<file path="src/rtl/uart_tx_io.sv">
// uart_tx_io: memory-mapped UART transmitter with a small TX FIFO.
// CPU stores land in the FIFO; a shifter drains it as 8N1 frames on tx, LSB first.
// Optional macro UART_TX_PARITY_EN inserts an even-parity bit between data and stop.
//
// state   | meaning
// --------+------------------------------------------------------------
// IDLE    | tx high; pops the FIFO head when data is waiting
// START   | tx low for one bit period
// DATA    | tx = shreg[0]; shift right at each bit end, 8 bits total
// PARITY  | tx = XOR of the 8 data bits (only with UART_TX_PARITY_EN)
// STOP    | tx high for one bit period, then back to IDLE
module uart_tx_io #(
  parameter int CLKS_PER_BIT = 200,
  parameter int FIFO_DEPTH   = 8,
  parameter int CNT_W        = 4
) (
  input  logic             clk,
  input  logic             rst,
  input  logic             uart_cs,
  input  logic             uart_wen,
  input  logic [7:0]       uart_wdata,
  input  logic             clr_ovf,
  output logic             tx,
  output logic             busy,
  output logic             fifo_full,
  output logic             fifo_empty,
  output logic [CNT_W-1:0] fifo_count,
  output logic             overflow
);

  localparam int PTR_W  = $clog2(FIFO_DEPTH);
  localparam int BAUD_W = (CLKS_PER_BIT > 1) ? $clog2(CLKS_PER_BIT) : 1;

  typedef enum logic [2:0] {
    S_IDLE,
    S_START,
    S_DATA,
`ifdef UART_TX_PARITY_EN
    S_PARITY,
`endif
    S_STOP
  } state_t;

  logic [7:0]       fifo_mem [FIFO_DEPTH];
  logic [PTR_W-1:0] wptr_q, wptr_d, rptr_q, rptr_d;
  logic [CNT_W-1:0] count_q, count_d;
  logic             full_q, full_d, empty_q, empty_d;
  logic             ovf_q, ovf_d;
  logic             push, push_ok, pop;

  state_t           state_q, state_d;
  logic [BAUD_W-1:0] baud_q, baud_d;
  logic [2:0]       bit_q, bit_d;
  logic [7:0]       shreg_q, shreg_d;
  logic             tx_q, tx_d;
  logic             baud_tc;
`ifdef UART_TX_PARITY_EN
  logic             parity_q, parity_d;
`endif

  assign push    = uart_cs & uart_wen;
  assign push_ok = push & ~full_q;
  assign baud_tc = (baud_q == BAUD_W'(CLKS_PER_BIT - 1));

  // FIFO pointer, occupancy and sticky overflow next-state
  always_comb begin
    wptr_d  = wptr_q;
    rptr_d  = rptr_q;
    ovf_d   = ovf_q;
    count_d = count_q + CNT_W'(push_ok) - CNT_W'(pop);
    if (push_ok) wptr_d = wptr_q + PTR_W'(1);
    if (pop)     rptr_d = rptr_q + PTR_W'(1);
    if (clr_ovf) ovf_d = 1'b0;
    // a dropped push outranks a same-cycle clear
    if (push && full_q) ovf_d = 1'b1;
    full_d  = (count_d == CNT_W'(FIFO_DEPTH));
    empty_d = (count_d == '0);
  end

  // FIFO control registers
  always_ff @(posedge clk or negedge rst) begin
    if (!rst) begin
      wptr_q  <= '0;
      rptr_q  <= '0;
      count_q <= '0;
      full_q  <= 1'b0;
      empty_q <= 1'b1;
      ovf_q   <= 1'b0;
    end else begin
      wptr_q  <= wptr_d;
      rptr_q  <= rptr_d;
      count_q <= count_d;
      full_q  <= full_d;
      empty_q <= empty_d;
      ovf_q   <= ovf_d;
    end
  end

  // FIFO storage; contents need no reset since the pointers define validity
  always_ff @(posedge clk) begin
    if (push_ok) fifo_mem[wptr_q] <= uart_wdata;
  end

  // Shifter next-state; tx_d is derived from the next state so tx is a clean flop
  always_comb begin
    state_d = state_q;
    baud_d  = baud_q;
    bit_d   = bit_q;
    shreg_d = shreg_q;
    pop     = 1'b0;
`ifdef UART_TX_PARITY_EN
    parity_d = parity_q;
`endif
    case (state_q)
      S_IDLE: begin
        if (!empty_q) begin
          pop     = 1'b1;
          shreg_d = fifo_mem[rptr_q];
          baud_d  = '0;
          bit_d   = '0;
          state_d = S_START;
`ifdef UART_TX_PARITY_EN
          parity_d = ^fifo_mem[rptr_q];
`endif
        end
      end
      S_START: begin
        if (baud_tc) begin
          baud_d  = '0;
          bit_d   = '0;
          state_d = S_DATA;
        end else begin
          baud_d = baud_q + BAUD_W'(1);
        end
      end
      S_DATA: begin
        if (baud_tc) begin
          baud_d  = '0;
          shreg_d = {1'b0, shreg_q[7:1]};
          if (bit_q == 3'd7) begin
`ifdef UART_TX_PARITY_EN
            state_d = S_PARITY;
`else
            state_d = S_STOP;
`endif
          end else begin
            bit_d = bit_q + 3'd1;
          end
        end else begin
          baud_d = baud_q + BAUD_W'(1);
        end
      end
`ifdef UART_TX_PARITY_EN
      S_PARITY: begin
        if (baud_tc) begin
          baud_d  = '0;
          state_d = S_STOP;
        end else begin
          baud_d = baud_q + BAUD_W'(1);
        end
      end
`endif
      S_STOP: begin
        if (baud_tc) begin
          baud_d  = '0;
          state_d = S_IDLE;
        end else begin
          baud_d = baud_q + BAUD_W'(1);
        end
      end
      default: state_d = S_IDLE;
    endcase

    case (state_d)
      S_START:  tx_d = 1'b0;
      S_DATA:   tx_d = shreg_d[0];
`ifdef UART_TX_PARITY_EN
      S_PARITY: tx_d = parity_d;
`endif
      default:  tx_d = 1'b1;
    endcase
  end

  // Shifter registers
  always_ff @(posedge clk or negedge rst) begin
    if (!rst) begin
      state_q <= S_IDLE;
      baud_q  <= '0;
      bit_q   <= '0;
      shreg_q <= '0;
      tx_q    <= 1'b1;
`ifdef UART_TX_PARITY_EN
      parity_q <= 1'b0;
`endif
    end else begin
      state_q <= state_d;
      baud_q  <= baud_d;
      bit_q   <= bit_d;
      shreg_q <= shreg_d;
      tx_q    <= tx_d;
`ifdef UART_TX_PARITY_EN
      parity_q <= parity_d;
`endif
    end
  end

  assign tx         = tx_q;
  assign busy       = (state_q != S_IDLE) | ~empty_q;
  assign fifo_full  = full_q;
  assign fifo_empty = empty_q;
  assign fifo_count = count_q;
  assign overflow   = ovf_q;

endmodule

</file>
<file path="config.mk">
export PLATFORM = sky130hd
export DESIGN_NAME = uart_tx_io
export DESIGN_NICKNAME = d
export VERILOG_FILES = /design/src/rtl/uart_tx_io.sv
export SDC_FILE = /design/constraint.sdc
export NUM_CORES = 1
export LEC_CHECK = 0
export CELL_PAD_IN_SITES_DETAIL_PLACEMENT = 1
export CELL_PAD_IN_SITES_GLOBAL_PLACEMENT = 1
export CORE_UTILIZATION = 46
export CTS_BUF_LIST = sky130_fd_sc_hd__clkbuf_4 sky130_fd_sc_hd__clkbuf_8 sky130_fd_sc_hd__clkbuf_16
export DETAILED_ROUTE_END_ITERATION = 10
export HOLD_SLACK_MARGIN = 0.1
export MAX_ROUTING_LAYER = met4
export PLACE_DENSITY = 0.86
export SYNTH_ARGS = -nofsm -noshare
export SYNTH_HDL_FRONTEND = slang
export SYNTH_SLANG_ARGS = --single-unit
</file>
<file path="constraint.sdc">
create_clock -name clk -period 3.3 [get_ports clk]
set_clock_uncertainty 0.2 [all_clocks]
set_input_delay 0.66 -clock clk [delete_from_list [all_inputs] [get_ports clk]]
set_output_delay 0.66 -clock clk [all_outputs]
set_load 0.02 [all_outputs]
</file>
== Yosys cells after proc, flatten, opt, wreduce, memory -nomap -nowiden ==
Memory sizes are Yosys's and may differ from the RTL's.
Index checks and enable logic that the tools add are counted.

* Output and inout bits: 9
* Input bits: 13
* Memory bits (writable): 64
* Memories kept: 1
* Bits in registers: 36

{| class="wikitable"
|+ Memory list
! memory !! depth !! width !! read ports !! clocked after memory_dff !! write ports !! line !! source
|-
| fifo_mem || 8 || 8 || 1 || 0 || 1 || 44 || <nowiki>logic [7:0] fifo_mem [FIFO_DEPTH];</nowiki>
|}

* Reduce and logical (&&, ||, !) cells: 12
* Equal/unequal tests: 12
* $add $sub $neg: 6
* Muxes and demuxes: 24
* Bitwise gates (word level): 5

{| class="wikitable"
|+ Operators by type and width
! kind !! number
|-
| $mux 8 || 4
|-
| $pmux 8 s2 || 2
|-
| $mux 3 || 9
|-
| $pmux 3 s4 || 1
|-
| $add 3x1->3 const B || 3
|-
| $eq 3x2->1 const B || 3
|-
| $pmux 3 s3 || 1
|-
| $add 8x1->8 const B || 1
|-
| $eq 8x8->1 const B || 1
|-
| $ne 2x2->1 const B || 4
|-
| $eq 3x1->1 const B || 2
|-
| $mux 1 || 6
|-
| $reduce_bool 2->1 || 3
|-
| $reduce_bool 3->1 || 2
|-
| $reduce_and 5->1 || 1
|-
| $add 4x1->4 || 1
|-
| $eq 4x4->1 const B || 1
|-
| $logic_not 4->1 || 1
|-
| $sub 4x1->4 || 1
|-
| $eq 3x3->1 const B || 1
|-
| $logic_not 3->1 || 1
|-
| $reduce_and 3->1 || 1
|-
| $reduce_or 3->1 || 1
|-
| $and 1x1->1 || 2
|-
| 5 further kinds || 6
|}

== Depth between registers and ports, before layout ==
* Depth after elaboration: 6
* Gate-level depth with buffers: 12
* Gate-level depth less buffers: 11

== Least setup slack after synthesis ==
No wires, ideal clock.

* Path type: register to register
* Start: register state_q[0]
* End: register full_q, in the netlist fifo_full
* Slack: 290 ps
* Data required time: 3,027 ps
* Stages on the path, launching flop included: 13
* Buffers on the path: 2
* Period minus slack after synthesis: 3,010 ps
* Arrival time: 2,737 ps
* Cell sequence: dfrtp_1 buf_2 or4_1 inv_1 buf_2 ha_1 inv_1 ha_1 inv_1 fa_1 inv_1 or3_1 nor2b_1

* Cells in the longest elaborated chain, start to end: 4

{| class="wikitable"
|+ Ends and longest elaborated chain
! what !! line !! source
|-
| start: declaration || 51 || <nowiki>state_t state_q, state_d;</nowiki>
|-
| start signal: assignment || 196 || <nowiki>state_q <= state_d;</nowiki>
|-
| $logic_not 3->1 || 114 || <nowiki>case (state_q)</nowiki>
|-
| $mux 1 || 114 ||
|-
| named net pop || 49 || <nowiki>logic push, push_ok, pop;</nowiki>
|-
| $sub 4x1->4 || 70 || <nowiki>count_d = count_q + CNT_W'(push_ok) - CNT_W'(pop);</nowiki>
|-
| named net count_d[1] || 46 || <nowiki>logic [CNT_W-1:0] count_q, count_d;</nowiki>
|-
| $eq 4x4->1 || 76 || <nowiki>full_d = (count_d == CNT_W'(FIFO_DEPTH));</nowiki>
|-
| named net full_d || 47 || <nowiki>logic full_q, full_d, empty_q, empty_d;</nowiki>
|-
| end signal: assignment || 93 || <nowiki>full_q <= full_d;</nowiki>
|-
| end: declaration || 47 ||
|}

The timed path passes the listed nets, and every way through them passes these cells.
A chain may end at the register's enable or synchronous reset.

== Worst setup path after layout ==
* Start: input uart_cs
* End: register full_q, in the netlist fifo_full

* Cells in the longest elaborated chain, start to end: 5

{| class="wikitable"
|+ Ends and longest elaborated chain
! what !! line !! source
|-
| start: declaration || 19 || <nowiki>input logic uart_cs,</nowiki>
|-
| $and 1x1->1 || 61 || <nowiki>assign push = uart_cs & uart_wen;</nowiki>
|-
| $and 1x1->1 || 62 || <nowiki>assign push_ok = push & ~full_q;</nowiki>
|-
| $add 4x1->4 || 70 ||
|-
| $sub 4x1->4 || 70 ||
|-
| named net count_d[1] || 46 ||
|-
| $eq 4x4->1 || 76 ||
|-
| named net full_d || 47 ||
|}

The timed path passes the listed nets, and every way through them passes these cells.

==> results.md <==
- Critical Path Sink: fifo_full
- Commonest non-fill, non-tap cell in the layout: edfxtp_1
- Power Density: 705 mW/mm2
- Distinct cells, synth: 45
- Reg2Reg Setup Slack: around 0.36 ns
- Final Cell Area: 0.00496 mm2
- Worst reg2reg startpoint: state_q[0]
- Final setup violation count: 0
- Req. time, crit path: 3.39 ns
- Switching share of power: 34.4%
- Largest net degree at the start of global routing: 37
- Critical-path maximum fanout: 3
- Post-Synthesis Cell Area: 0.00433 mm2
- DPL Wire Length: 6410 um
- Clock buffer count from CTS: 9
- Site Rows: 35
- Post-route insts no fill: 480
- Port bufs: 21
- Vias in the first global route: 2,888
- Post-route ant nets: 0
- Antenna cells: 0
- Worst Setup Path Type: primary input to flop
- Iter 0 DRT Violations: 84
- Number of synthesized flops with an enable pin: between 60 and 70
- Minimum clock period: 2.98 ns
- Post-CTS Hold Buffers: 0
- Clock sink count: 100
- Layout cells sized above 1: 16.5%
- Area contributors post-synth: edfxtp_1 44%, dfrtp_1 20%, mux2i_1 3.7%
- Synth Flop Type: edfxtp_1
- RePlAce Congestion: 0.791
- Maximum clock path buffer count: 2
- Number of setup buffers added after CTS: 0
- All-layer global routing usage: 21.2%
- Min-delay worst type: primary input to async pin
- Peak supply drop: around 0.00035 V
- Top cell type's share of synthesized area: 44.4%
- Tcrit/Tclk final: 90.3%
- First-pass GRT wire length: 15,000 um
- Number of warnings printed during yosys synthesis: 0
- WP data arrival: just over 3 ns
- Initial antenna violation count: 0
- Grt total ovfl: 0
- Mapped Cells: 325
- Clk_lat worst skew: between 0.3 and 0.4 ns
- R2R Path End: fifo_full
- CTS tree: yes
- Comb pwr share: 28.9%
- Upper clock frequency limit: 336 MHz
- Mean post-synth cell area: ~13 um2
- Via density: 5.68
- NumNets Final: 387
- Pleak: 1.94 nW
- Final Max Slew Viols: 0
- RSZ-0062 raised after global routing: false
- Detailed-route DRC error count: 0
- CP Launch Type: primary input
- Initial cell density of the core: 47.1%
- Avg WL per Cell: 19.5 um
- Die height: 99.1 um
- Psw: 0.00121 W
- Pre-antenna DRT Iters: 4
- I/O Pins: 22
- CP Capture Type: flop
- Root buffer cell: clkbuf_8
- Ys async rst share: a little over a third
- Chip Width: 99.1 um
- Part of the Yosys area used for sequential elements: 65.2%
- Max Cap Viol: 0
- Synthesis-stage register bit count: 100
- Die area: 0.00981 mm2
- H-tree Lvls: 3
- Post-Syn Nets: 348
- Reg power frac: between 40% and 50%
- Worst Tran Pin Value: 0.810 ns
- Worst setup path start: uart_cs
- Wirelength, routed: 9360 um
- P_int: 0.00229 W
- Slew HR: 46.0%
- Clock power frac: 21.6%
- P&R area growth vs syn: 14.6%
- R2R cell count: 10
- Hold Violations, Final: 0
- Status: finished clean
- Commonest cells after routing, fill and taps aside: 64 x edfxtp_1, 34 x dfrtp_1, 30 x nand3_1, 26 x nand2_1, 21 x buf_4
- PostCTS Resize Cnt: 0
- Placed cell area: 0.00477 mm2
- Clock transition at path regs: about 0.11 ns
- Placed cells: between 400 and 500
- Leading area contributor after synthesis: edfxtp_1
- Core area: roughly 0.0092 mm2
- Vias: 2,727
[sequential cells by signal, indices dropped and copies added (netlist names)]
signal	cells
fifo_mem	64
baud_q	8
rptr_q	3
tx	1
fifo_full	1
state_q	3
wptr_q	3
fifo_count	4
bit_q	3
shreg_q	8
fifo_empty	1
overflow	1
[worst min path at each step]
stage               startpoint    endpoint  slack [ns]  cells after the start
global placement    shreg_q[7]  shreg_q[7]        0.27                      2
global route               rst   baud_q[6]        0.24                      1
detailed placement  shreg_q[7]  shreg_q[7]        0.29                      2
floorplan                  rst   baud_q[0]        0.16                      0
finish                     rst   baud_q[6]        0.18                      1
CTS                        rst   baud_q[6]        0.19                      1
[routing by layer]
metal | global-route usage, % | vias to the layer above | part of all wire, %
li1 | - | 1272 | -
met1 | 25.5 | 1392 | 43
met2 | 36.0 | 45 | 52
met3 | 3.76 | 18 | 2.5
met4 | 7.58 | 0 | 2.1
met5 | - | - | 0
[layout make-up]
type | instances | area [um2]
Fill cell | 942 | 4230
Sequential cell | 100 | 2830
Multi-Input combinational cell | 199 | 1400
Timing Repair Buffer | 42 | 363
Tap cell | 111 | 139
Clock buffer | 9 | 124
Clock inverter | 7 | 67.6
Inverter | 12 | 45.0
[Yosys cell counts, types with 2 or more instances]
| cell type | n |
|---|---|
| edfxtp_1 | 64 |
| dfrtp_1 | 34 |
| nand3_1 | 30 |
| nand2_1 | 26 |
| o21ai_0 | 17 |
| mux2i_1 | 16 |
| mux2_2 | 14 |
| nor2_1 | 13 |
| inv_1 | 12 |
| a21oi_1 | 10 |
| ha_1 | 9 |
| buf_2 | 8 |
| a21boi_0 | 7 |
| a22oi_1 | 7 |
| clkbuf_1 | 6 |
| xnor2_1 | 6 |
| and3_1 | 3 |
| nand2b_1 | 3 |
| nor2b_1 | 3 |
| nor3_1 | 3 |
| or3_1 | 3 |
| xor2_1 | 3 |
| a21o_1 | 2 |
| a22o_1 | 2 |
| dfstp_2 | 2 |
| mux4_2 | 2 |
| nor4_1 | 2 |
[metrics by stage]
| step | TNS (ns) | hold WS, ns | setup slack (ns) | util (%) | power, W |
|---|---|---|---|---|---|
| after global placement | 0 | 0.274 | 0.125 | 51.9 | 0.00265 |
| after CTS | 0 | 0.190 | 0.312 | 54.0 | 0.00352 |
| after detailed placement | -0.109 | 0.290 | -0.0957 | 51.9 | 0.00276 |
| after floorplan | 0 | 0.164 | 0.290 | - | 0.00239 |
| final | 0 | 0.179 | 0.321 | 54.0 | 0.00350 |
| after global routing | 0 | 0.238 | 0.190 | 54.0 | 0.00369 |
[critical path, cell delays in order]
cell and delay (ns):
clkdlybuf4s50_1 0.47, nand2_1 0.07, nor2_1 0.12, inv_1 0.10, ha_1 0.30, inv_1 0.06, ha_1 0.16, inv_1 0.06
fa_1 0.49, inv_1 0.06, or3_1 0.38, nor2b_1 0.15
[power by group through the flow]
stage / sequential [W] / combinational (W) / clock, W
finish: 0.00173 / 0.00101 / 0.000757
global route: 0.00176 / 0.00112 / 0.000815
CTS: 0.00173 / 0.00102 / 0.000771
detailed placement: 0.00176 / 0.00100 / 0
global placement: 0.00173 / 0.000919 / 0
floorplan: 0.00167 / 0.000718 / 0
[cell families after synthesis]
| logic type | count (synthesis) | synth area share (%) |
|---|---|---|
| buffers and inverters | 26 | 2.48 |
| multiplexers | 34 | 8.98 |
| AO/OA/AOI/OAI | 51 | 7.33 |
| AND/OR/NAND/NOR | 94 | 11.0 |
| XOR/XNOR | 9 | 1.82 |
| flip-flops | 100 | 65.2 |
| other | 1 | 0.0865 |
| adder cells (fa/ha/maj) | 10 | 3.06 |
No activity file was read; power rests on OpenSTA's default activity.
